File: config.mk
export PLATFORM = sky130hd
export DESIGN_NAME = carfield_mailbox_duplex
export DESIGN_NICKNAME = d
export VERILOG_FILES = /design/src/rtl/carfield_pkg.sv /design/src/rtl/carfield_mailbox_fifo.sv /design/src/rtl/carfield_mailbox_duplex.sv
export SDC_FILE = /design/constraint.sdc
export NUM_CORES = 1
export LEC_CHECK = 0
export ABC_AREA = 1
export CORE_AREA = 2 2 192 270
export CTS_CLUSTER_DIAMETER = 60
export DETAILED_ROUTE_END_ITERATION = 8
export DIE_AREA = 0 0 194 272
export PLACE_DENSITY_LB_ADDON = 0.15
export SYNTH_ARGS = -nofsm -noshare
export SYNTH_HDL_FRONTEND = slang
export SYNTH_HIERARCHICAL = 1
export SYNTH_SLANG_ARGS = --single-unit
File: constraint.sdc
create_clock -name clk_i -period 6.05 [get_ports clk_i]
set_clock_uncertainty 0.2 [all_clocks]
set_input_delay 0.9075 -clock clk_i [delete_from_list [all_inputs] [get_ports clk_i]]
set_output_delay 0.9075 -clock clk_i [all_outputs]
set_load 0.01 [all_outputs]
File: src/rtl/carfield_pkg.sv
// Shared Carfield constants used by the duplex host/island mailbox.
// This file holds the register map, the default FIFO depth, the address-map
// placement and the handshake state type.
package carfield_pkg;

   // Default number of words held by each direction's FIFO.
   localparam int unsigned MboxDepth = 8;

   // Per-side register offsets. Every offset is word-aligned.
   localparam logic [7:0] MboxDataOutOffs = 8'h00;
   localparam logic [7:0] MboxDataInOffs  = 8'h04;
   localparam logic [7:0] MboxStatusOffs  = 8'h08;
   localparam logic [7:0] MboxCtrlOffs    = 8'h0C;
   localparam logic [7:0] MboxErrOffs     = 8'h10;

   // Placement of the mailbox in the host address map.
   localparam logic [63:0] MboxBase = 64'h0000_0000_4000_0000;
   localparam logic [63:0] MboxSize = 64'h0000_0000_0000_1000;

   // Slot of the mailbox in the AXI/reg demux.
   localparam int unsigned CarfieldMboxSlvIdx = 6;

   // The host-side mailbox interrupt adds one external-interrupt line.
   localparam int unsigned CarfieldNumExtIrqBase = 1;
   localparam int unsigned MboxExtIrqIdx         = CarfieldNumExtIrqBase;
   localparam int unsigned CarfieldNumExtIrq     = CarfieldNumExtIrqBase + 1;

   // Two-state request/response handshake used by each register port.
   typedef enum logic {
      MboxIdle = 1'b0,
      MboxResp = 1'b1
   } MboxState;

endpackage

File: src/rtl/carfield_mailbox_fifo.sv
// One direction of the mailbox: a circular word buffer with a fill counter.
// A push into a full FIFO is ignored, and so is a pop from an empty FIFO.
// Both decisions use the count as it stands before the clock edge.
module carfield_mailbox_fifo #(
   parameter int unsigned Depth     = 8,
   parameter int unsigned DataWidth = 32,
   parameter int unsigned CntWidth  = $clog2(Depth + 1)
) (
   input  logic                 clk_i,
   input  logic                 rst_ni,
   input  logic                 push,
   input  logic [DataWidth-1:0] pushData,
   input  logic                 pop,
   output logic [DataWidth-1:0] headData,
   output logic [CntWidth-1:0]  count,
   output logic                 full,
   output logic                 empty
);

   localparam int unsigned PtrWidth = $clog2(Depth);

   logic [DataWidth-1:0] mem [Depth];
   logic [PtrWidth-1:0]  wrPtr;
   logic [PtrWidth-1:0]  rdPtr;
   logic [CntWidth-1:0]  countQ;
   logic                 doPush;
   logic                 doPop;

   assign full     = (countQ == CntWidth'(Depth));
   assign empty    = (countQ == '0);
   assign doPush   = push & ~full;
   assign doPop    = pop & ~empty;
   assign count    = countQ;
   assign headData = mem[rdPtr];

   // Advance the pointers and keep the count in step. The pointers wrap
   // naturally because Depth is a power of two.
   always_ff @(posedge clk_i or negedge rst_ni) begin
      if (!rst_ni) begin
         wrPtr  <= '0;
         rdPtr  <= '0;
         countQ <= '0;
      end else begin
         if (doPush) wrPtr <= wrPtr + PtrWidth'(1);
         if (doPop)  rdPtr <= rdPtr + PtrWidth'(1);
         case ({doPush, doPop})
            2'b10:   countQ <= countQ + CntWidth'(1);
            2'b01:   countQ <= countQ - CntWidth'(1);
            default: countQ <= countQ;
         endcase
      end
   end

   // The storage array is not reset. Only slots below the count are ever read.
   always_ff @(posedge clk_i) begin
      if (doPush) mem[wrPtr] <= pushData;
   end

endmodule

File: src/rtl/carfield_mailbox_duplex.sv
// Bidirectional mailbox between the host (side A) and an island (side B).
// Each side writes into its own outbound FIFO and reads from the other
// side's outbound FIFO. Each side has a register port and a level interrupt.
module carfield_mailbox_duplex
   import carfield_pkg::*;
#(
   parameter int unsigned Depth     = MboxDepth,
   parameter int unsigned DataWidth = 32,
   parameter int unsigned AddrWidth = 5
) (
   input  logic                 clk_i,
   input  logic                 rst_ni,
   input  logic                 a_req_valid_i,
   input  logic                 a_req_write_i,
   input  logic [AddrWidth-1:0] a_req_addr_i,
   input  logic [DataWidth-1:0] a_req_wdata_i,
   output logic                 a_rsp_valid_o,
   output logic [DataWidth-1:0] a_rsp_rdata_o,
   output logic                 a_rsp_error_o,
   output logic                 a_irq_o,
   input  logic                 b_req_valid_i,
   input  logic                 b_req_write_i,
   input  logic [AddrWidth-1:0] b_req_addr_i,
   input  logic [DataWidth-1:0] b_req_wdata_i,
   output logic                 b_rsp_valid_o,
   output logic [DataWidth-1:0] b_rsp_rdata_o,
   output logic                 b_rsp_error_o,
   output logic                 b_irq_o
);

   localparam int unsigned CntWidth = $clog2(Depth + 1);

   // Index 0 is side A and index 1 is side B. FIFO f is the one side f pushes into.
   logic [1:0]                reqValid;
   logic [1:0]                reqWrite;
   logic [1:0][AddrWidth-1:0] reqAddr;
   logic [1:0][DataWidth-1:0] reqWdata;
   logic [1:0]                rspValid;
   logic [1:0]                rspError;
   logic [1:0][DataWidth-1:0] rspRdata;
   logic [1:0]                irq;

   logic [1:0]                fifoPush;
   logic [1:0]                fifoPop;
   logic [1:0]                fifoFull;
   logic [1:0]                fifoEmpty;
   logic [1:0][CntWidth-1:0]  fifoCount;
   logic [1:0][DataWidth-1:0] fifoHead;

   assign reqValid = {b_req_valid_i, a_req_valid_i};
   assign reqWrite = {b_req_write_i, a_req_write_i};
   assign reqAddr  = {b_req_addr_i, a_req_addr_i};
   assign reqWdata = {b_req_wdata_i, a_req_wdata_i};

   assign a_rsp_valid_o = rspValid[0];
   assign a_rsp_rdata_o = rspRdata[0];
   assign a_rsp_error_o = rspError[0];
   assign a_irq_o       = irq[0];
   assign b_rsp_valid_o = rspValid[1];
   assign b_rsp_rdata_o = rspRdata[1];
   assign b_rsp_error_o = rspError[1];
   assign b_irq_o       = irq[1];

   for (genvar f = 0; f < 2; f++) begin : gFifo
      carfield_mailbox_fifo #(
         .Depth     (Depth),
         .DataWidth (DataWidth),
         .CntWidth  (CntWidth)
      ) uFifo (
         .clk_i    (clk_i),
         .rst_ni   (rst_ni),
         .push     (fifoPush[f]),
         .pushData (reqWdata[f]),
         .pop      (fifoPop[f]),
         .headData (fifoHead[f]),
         .count    (fifoCount[f]),
         .full     (fifoFull[f]),
         .empty    (fifoEmpty[f])
      );
   end

   for (genvar s = 0; s < 2; s++) begin : gSide
      localparam int unsigned Peer = 1 - s;

      MboxState             stateQ;
      logic                 accept;
      logic [CntWidth-1:0]  inCount;
      logic [CntWidth-1:0]  outCount;
      logic                 inEmpty;
      logic                 outFull;
      logic [DataWidth-1:0] inHead;
      logic                 irqEnQ;
      logic [CntWidth-1:0]  irqThreshQ;
      logic [CntWidth-1:0]  effThresh;
      logic                 errPushQ;
      logic                 errPopQ;
      logic                 rspValidQ;
      logic                 rspErrorQ;
      logic [DataWidth-1:0] rspRdataQ;
      logic                 irqQ;
      logic [DataWidth-1:0] rdataNext;
      logic                 errorNext;
      logic                 errPushSet;
      logic                 errPopSet;
      logic                 errPushClr;
      logic                 errPopClr;
      logic                 ctrlWrite;

      assign inCount   = fifoCount[Peer];
      assign outCount  = fifoCount[s];
      assign inEmpty   = fifoEmpty[Peer];
      assign outFull   = fifoFull[s];
      assign inHead    = fifoHead[Peer];
      assign effThresh = (irqThreshQ == '0) ? CntWidth'(1) : irqThreshQ;

      assign accept        = (stateQ == MboxIdle) & reqValid[s];
      assign fifoPush[s]   = accept & reqWrite[s] & (reqAddr[s] == AddrWidth'(MboxDataOutOffs));
      assign fifoPop[Peer] = accept & ~reqWrite[s] & (reqAddr[s] == AddrWidth'(MboxDataInOffs));

      assign rspValid[s] = rspValidQ;
      assign rspError[s] = rspErrorQ;
      assign rspRdata[s] = rspRdataQ;
      assign irq[s]      = irqQ;

      // Decode the pending request into its response data, error flag and CSR effects.
      always_comb begin
         rdataNext  = '0;
         errorNext  = 1'b0;
         errPushSet = 1'b0;
         errPopSet  = 1'b0;
         errPushClr = 1'b0;
         errPopClr  = 1'b0;
         ctrlWrite  = 1'b0;
         case (reqAddr[s])
            AddrWidth'(MboxDataOutOffs): begin
               if (reqWrite[s]) errPushSet = outFull;
               else             errorNext  = 1'b1;
            end
            AddrWidth'(MboxDataInOffs): begin
               if (reqWrite[s])  errorNext = 1'b1;
               else if (inEmpty) errPopSet = 1'b1;
               else              rdataNext = inHead;
            end
            AddrWidth'(MboxStatusOffs): begin
               if (reqWrite[s]) begin
                  errorNext = 1'b1;
               end else begin
                  rdataNext[CntWidth-1:0]  = inCount;
                  rdataNext[8 +: CntWidth] = outCount;
                  rdataNext[16]            = inEmpty;
                  rdataNext[17]            = outFull;
               end
            end
            AddrWidth'(MboxCtrlOffs): begin
               if (reqWrite[s]) begin
                  ctrlWrite = 1'b1;
               end else begin
                  rdataNext[0]             = irqEnQ;
                  rdataNext[8 +: CntWidth] = irqThreshQ;
               end
            end
            AddrWidth'(MboxErrOffs): begin
               if (reqWrite[s]) begin
                  errPushClr = reqWdata[s][0];
                  errPopClr  = reqWdata[s][1];
               end else begin
                  rdataNext[0] = errPushQ;
                  rdataNext[1] = errPopQ;
               end
            end
            default: errorNext = 1'b1;
         endcase
      end

      // Accept a request in IDLE, apply its CSR side effects, and present the
      // response for one cycle. A newly raised error takes priority over a W1C clear.
      always_ff @(posedge clk_i or negedge rst_ni) begin
         if (!rst_ni) begin
            stateQ     <= MboxIdle;
            rspValidQ  <= 1'b0;
            rspErrorQ  <= 1'b0;
            rspRdataQ  <= '0;
            irqEnQ     <= 1'b0;
            irqThreshQ <= '0;
            errPushQ   <= 1'b0;
            errPopQ    <= 1'b0;
         end else begin
            case (stateQ)
               MboxIdle: begin
                  if (reqValid[s]) begin
                     stateQ    <= MboxResp;
                     rspValidQ <= 1'b1;
                     rspErrorQ <= errorNext;
                     rspRdataQ <= rdataNext;
                     if (ctrlWrite) begin
                        irqEnQ     <= reqWdata[s][0];
                        irqThreshQ <= reqWdata[s][8 +: CntWidth];
                     end
                     errPushQ <= (errPushQ & ~errPushClr) | errPushSet;
                     errPopQ  <= (errPopQ & ~errPopClr) | errPopSet;
                  end
               end
               MboxResp: begin
                  stateQ    <= MboxIdle;
                  rspValidQ <= 1'b0;
                  rspErrorQ <= 1'b0;
                  rspRdataQ <= '0;
               end
               default: stateQ <= MboxIdle;
            endcase
         end
      end

      // Level interrupt, registered one cycle behind the fill level and error flags.
      always_ff @(posedge clk_i or negedge rst_ni) begin
         if (!rst_ni) irqQ <= 1'b0;
         else         irqQ <= irqEnQ & ((inCount >= effThresh) | errPushQ | errPopQ);
      end
   end

endmodule

==> impl_metrics.csv <==
group,metric,value,unit
cts,cts_root_buf,"clkbuf_16",
routing,totalWireLength,62800,um
synth,synth_top_area_cell,"edfxtp_1",
sta,slew_headroom,26.2,%
synth,synth_area_per_cell,9.50,sq um
routing,drt_iter0_markers,1088,
layout,final_common_cell,"nand2_1",
global_route,grt.total_usage,23.8,%
floorplan,rows,98,
cts,clkSlewWorstSetupHoldPaths,0.07,ns
cts,cts_buffers,60,
synth,yosys_warnings,6,
worst_setup_path,cp.arrival,4.63,ns
power_and_ir_drop,p_int,0.00707,W
sta,fin_ws,1.73,ns
floorplan,dieArea,0.0528,sq mm
sta,finalMaxSlewViolations,0,
sta,period_minus_slack,4.32,ns
cts,cts_hold_buf,0,
floorplan,start_util,54.4,%
routing,first_pass_iters,6,
status,status,"completed",
cts,max-clock-path-buffers,3,
floorplan,die_x,194,um
power_and_ir_drop,swShare,22.0,%
worst_setup_path,r2r-start,"gSide[1].stateQ",
global_route,grt_pass1_vias,18800,
worst_setup_path,rrSetupSlack,2.42,ns
synth,synth_edf_count,512,
placement,placed_cell_area,0.0294,sq mm
cts,clock_sinks,618,
global_route,grt.overflow.total,0,
power_and_ir_drop,p_per_area,288,mW/mm^2
sta,setup_viol,0,
sta,whs,0.247,ns
cts,postCtsSetupRepairBufs,0,
power_and_ir_drop,p_leak,13.4,nW
cts,cts-resized-gates,0,
cts,cts_tree,"yes",
worst_setup_path,r2r_cells,11,
synth,yosysSeqAreaShare,65.6,%
power_and_ir_drop,p_sw,0.00200,W
global_route,grt_pass1_wl,98500,um
routing,post-route-drc-count,0,
synth,synth.top_cells.by_area,"edfxtp_1 (56%), nand2_1 (14%), dfrtp_1 (9.6%)",
sta,fin_crit_sh,71.4,%
sta,hold_viol,0,
placement,io_buffers,149,
cts,htreeDepth,2,
layout,drive_gt1_share,5.60,%
sta,max_freq,0.232,GHz
synth,synth_cell_types,33,
synth,synth_ff_type,"edfxtp_1",
synth,syn-num-nets,2993,
worst_setup_path,critPathKind,"input port to flip-flop",
power_and_ir_drop,combinationalPowerShare,5.1,%
power_and_ir_drop,max-vdd-ir-drop,0.000418,V
worst_setup_path,cp-start-kind,"input port",
synth,yosysTopAreaCellShare,55.9,%
sta,worst_slew_pin_slew,1.11,ns
worst_setup_path,worstSetupEndpointType,"flip-flop",
global_route,antenna_found_initial,2,
cts,clk_latency,0.62,ns
hold_path,hold_class,"input port to async pin",
synth,synthCells,2893,
floorplan,core,0.0505,sq mm
routing,ant_nets,0,
sta,grt_setup_unrepaired,"no",
worst_setup_path,crit_path_start,"b_req_addr_i[3]",
floorplan,die-height,272,um
placement,post-place-ws,1.16,ns
layout,final_cell_mix,"nand2_1 (1030), nor2_1 (546), edfxtp_1 (512)",
floorplan,io_pins,150,
synth,ys_seq_elements,618,
sta,fin_setup_tns,0,ns
power_and_ir_drop,clock_power_share,43.1,%
global_route,grt_max_degree,230,
placement,gp_congestion,0.895,
worst_setup_path,crit_required,6.36,ns
layout,area_growth,14.6,%
worst_setup_path,cp_max_fo,13,
synth,syn-cell-area,0.0275,sq mm
layout,stdcell_area,0.0315,sq mm
placement,hpwl,38000,um
worst_setup_path,timing.rr.end,"gFifo[1].uFifo/count[3]",
routing,wl_per_cell,16.9,um
routing,vias,19000,
synth,synthArstFlopShare,17.2,%
routing,vias_per_cell,5.10,
job,cap_viol_max_count,0,
layout,finalNetCount,3118,
power_and_ir_drop,p_seq_share,51.8,%
## critical path: stages
cell and delay, ns:
clkdlybuf4s50_1 0.56, nor2_1 0.30, nand2_1 0.13, nor4_1 0.79, nand2_1 0.61, ha_1 0.46
ha_1 0.31, or2_2 0.33, nand2_1 0.08, nand2_1 0.05, nand3_1 0.06, nand2_1 0.05
## through the flow
step / total power (W) / utilization (%) / instances
after global placement: 0.00523 / 58.2 / 3606
after detailed placement: 0.00525 / 58.2 / 3606
after global routing: 0.00936 / 62.4 / 3719
final: 0.00907 / 62.4 / 3721
after floorplan: 0.00504 / - / 2893
after CTS: 0.00914 / 62.4 / 3719
## final cells by class
| class | instances | area [sq um] |
|---|---|---|
| clock inverter | 38 | 439 |
| antenna | 2 | 5.00 |
| clock buffer | 75 | 1640 |
| multi-input combinational | 1807 | 7490 |
| tap | 650 | 813 |
| sequential | 618 | 18000 |
| fill | 4036 | 19000 |
| timing repair buffer | 181 | 1770 |
| inverter | 350 | 1310 |
## cells in the mapped netlist (all sizes together) (2+ instances only)
master,instances
nand2,1030
nor2,555
edfxtp,512
inv,349
dfrtp,106
buf,100
nand3,73
o21ai,41
nand4,33
clkbuf,18
ha,18
nor3,18
a21oi,14
xnor2,8
xor2,4
a31o,2
fa,2
nor4,2
o211ai,2
o21bai,2
or2,2
## routing by layer
metal | track usage, % | routed length [um] | share of wire [%] | up-vias
met4 | 8.49 | 2060 | 3.3 | 2
met5 | 0 | 13 | 0.021 | -
met3 | 3.48 | 3000 | 4.8 | 128
li1 | - | - | - | 9319
met2 | 45.2 | 33500 | 53 | 495
met1 | 27.2 | 24200 | 39 | 9051
## logic make-up (layout without fill, tap and decap cells)
logic type,after synthesis,count (layout),share of synthesized area [%]
flops,618,618,65.6
xor+xnor,12,12,0.382
fa+ha+maj,20,20,0.965
compound gates,62,62,1.21
buf+inv,468,644,7.48
other cells,0,2,0
simple gates,1713,1713,24.4
## worst max path at each step
stage,to,slack (ns),depth (start not counted)
floorplan,gFifo[1].uFifo/mem[4][0],1.18,7
global placement,gFifo[1].uFifo/count[3],1.26,12
detailed placement,gFifo[1].uFifo/count[3],1.16,12
CTS,gFifo[1].uFifo/count[3],1.82,12
global route,gFifo[1].uFifo/count[3],1.41,12
finish,gFifo[1].uFifo/count[3],1.73,12
## power groups by stage
stage	logic [W]	clock network [W]	registers, W
after floorplan	0.000293	0	0.00475
after global placement	0.000449	0	0.00478
after detailed placement	0.000466	0	0.00478
after CTS	0.000469	0.00398	0.00469
after global routing	0.000525	0.00414	0.00469
final	0.000467	0.00391	0.00469
## flip-flops by register name, summed over array words and instances (netlist names)
signal	flops
a_irq_o	1
b_irq_o	1
a_rsp_valid_o	1
gFifo.uFifo/mem	512
gSide.irqEnQ	2
a_rsp_rdata_o	32
gSide.errPopQ	2
gSide.stateQ	2
b_rsp_valid_o	1
gSide.irqThreshQ	8
gFifo.uFifo/wrPtr	6
a_rsp_error_o	1
b_rsp_rdata_o	32
gFifo.uFifo/count	8
gSide.errPushQ	2
b_rsp_error_o	1
gFifo.uFifo/rdPtr	6
Power figures use the tool's default switching activity.
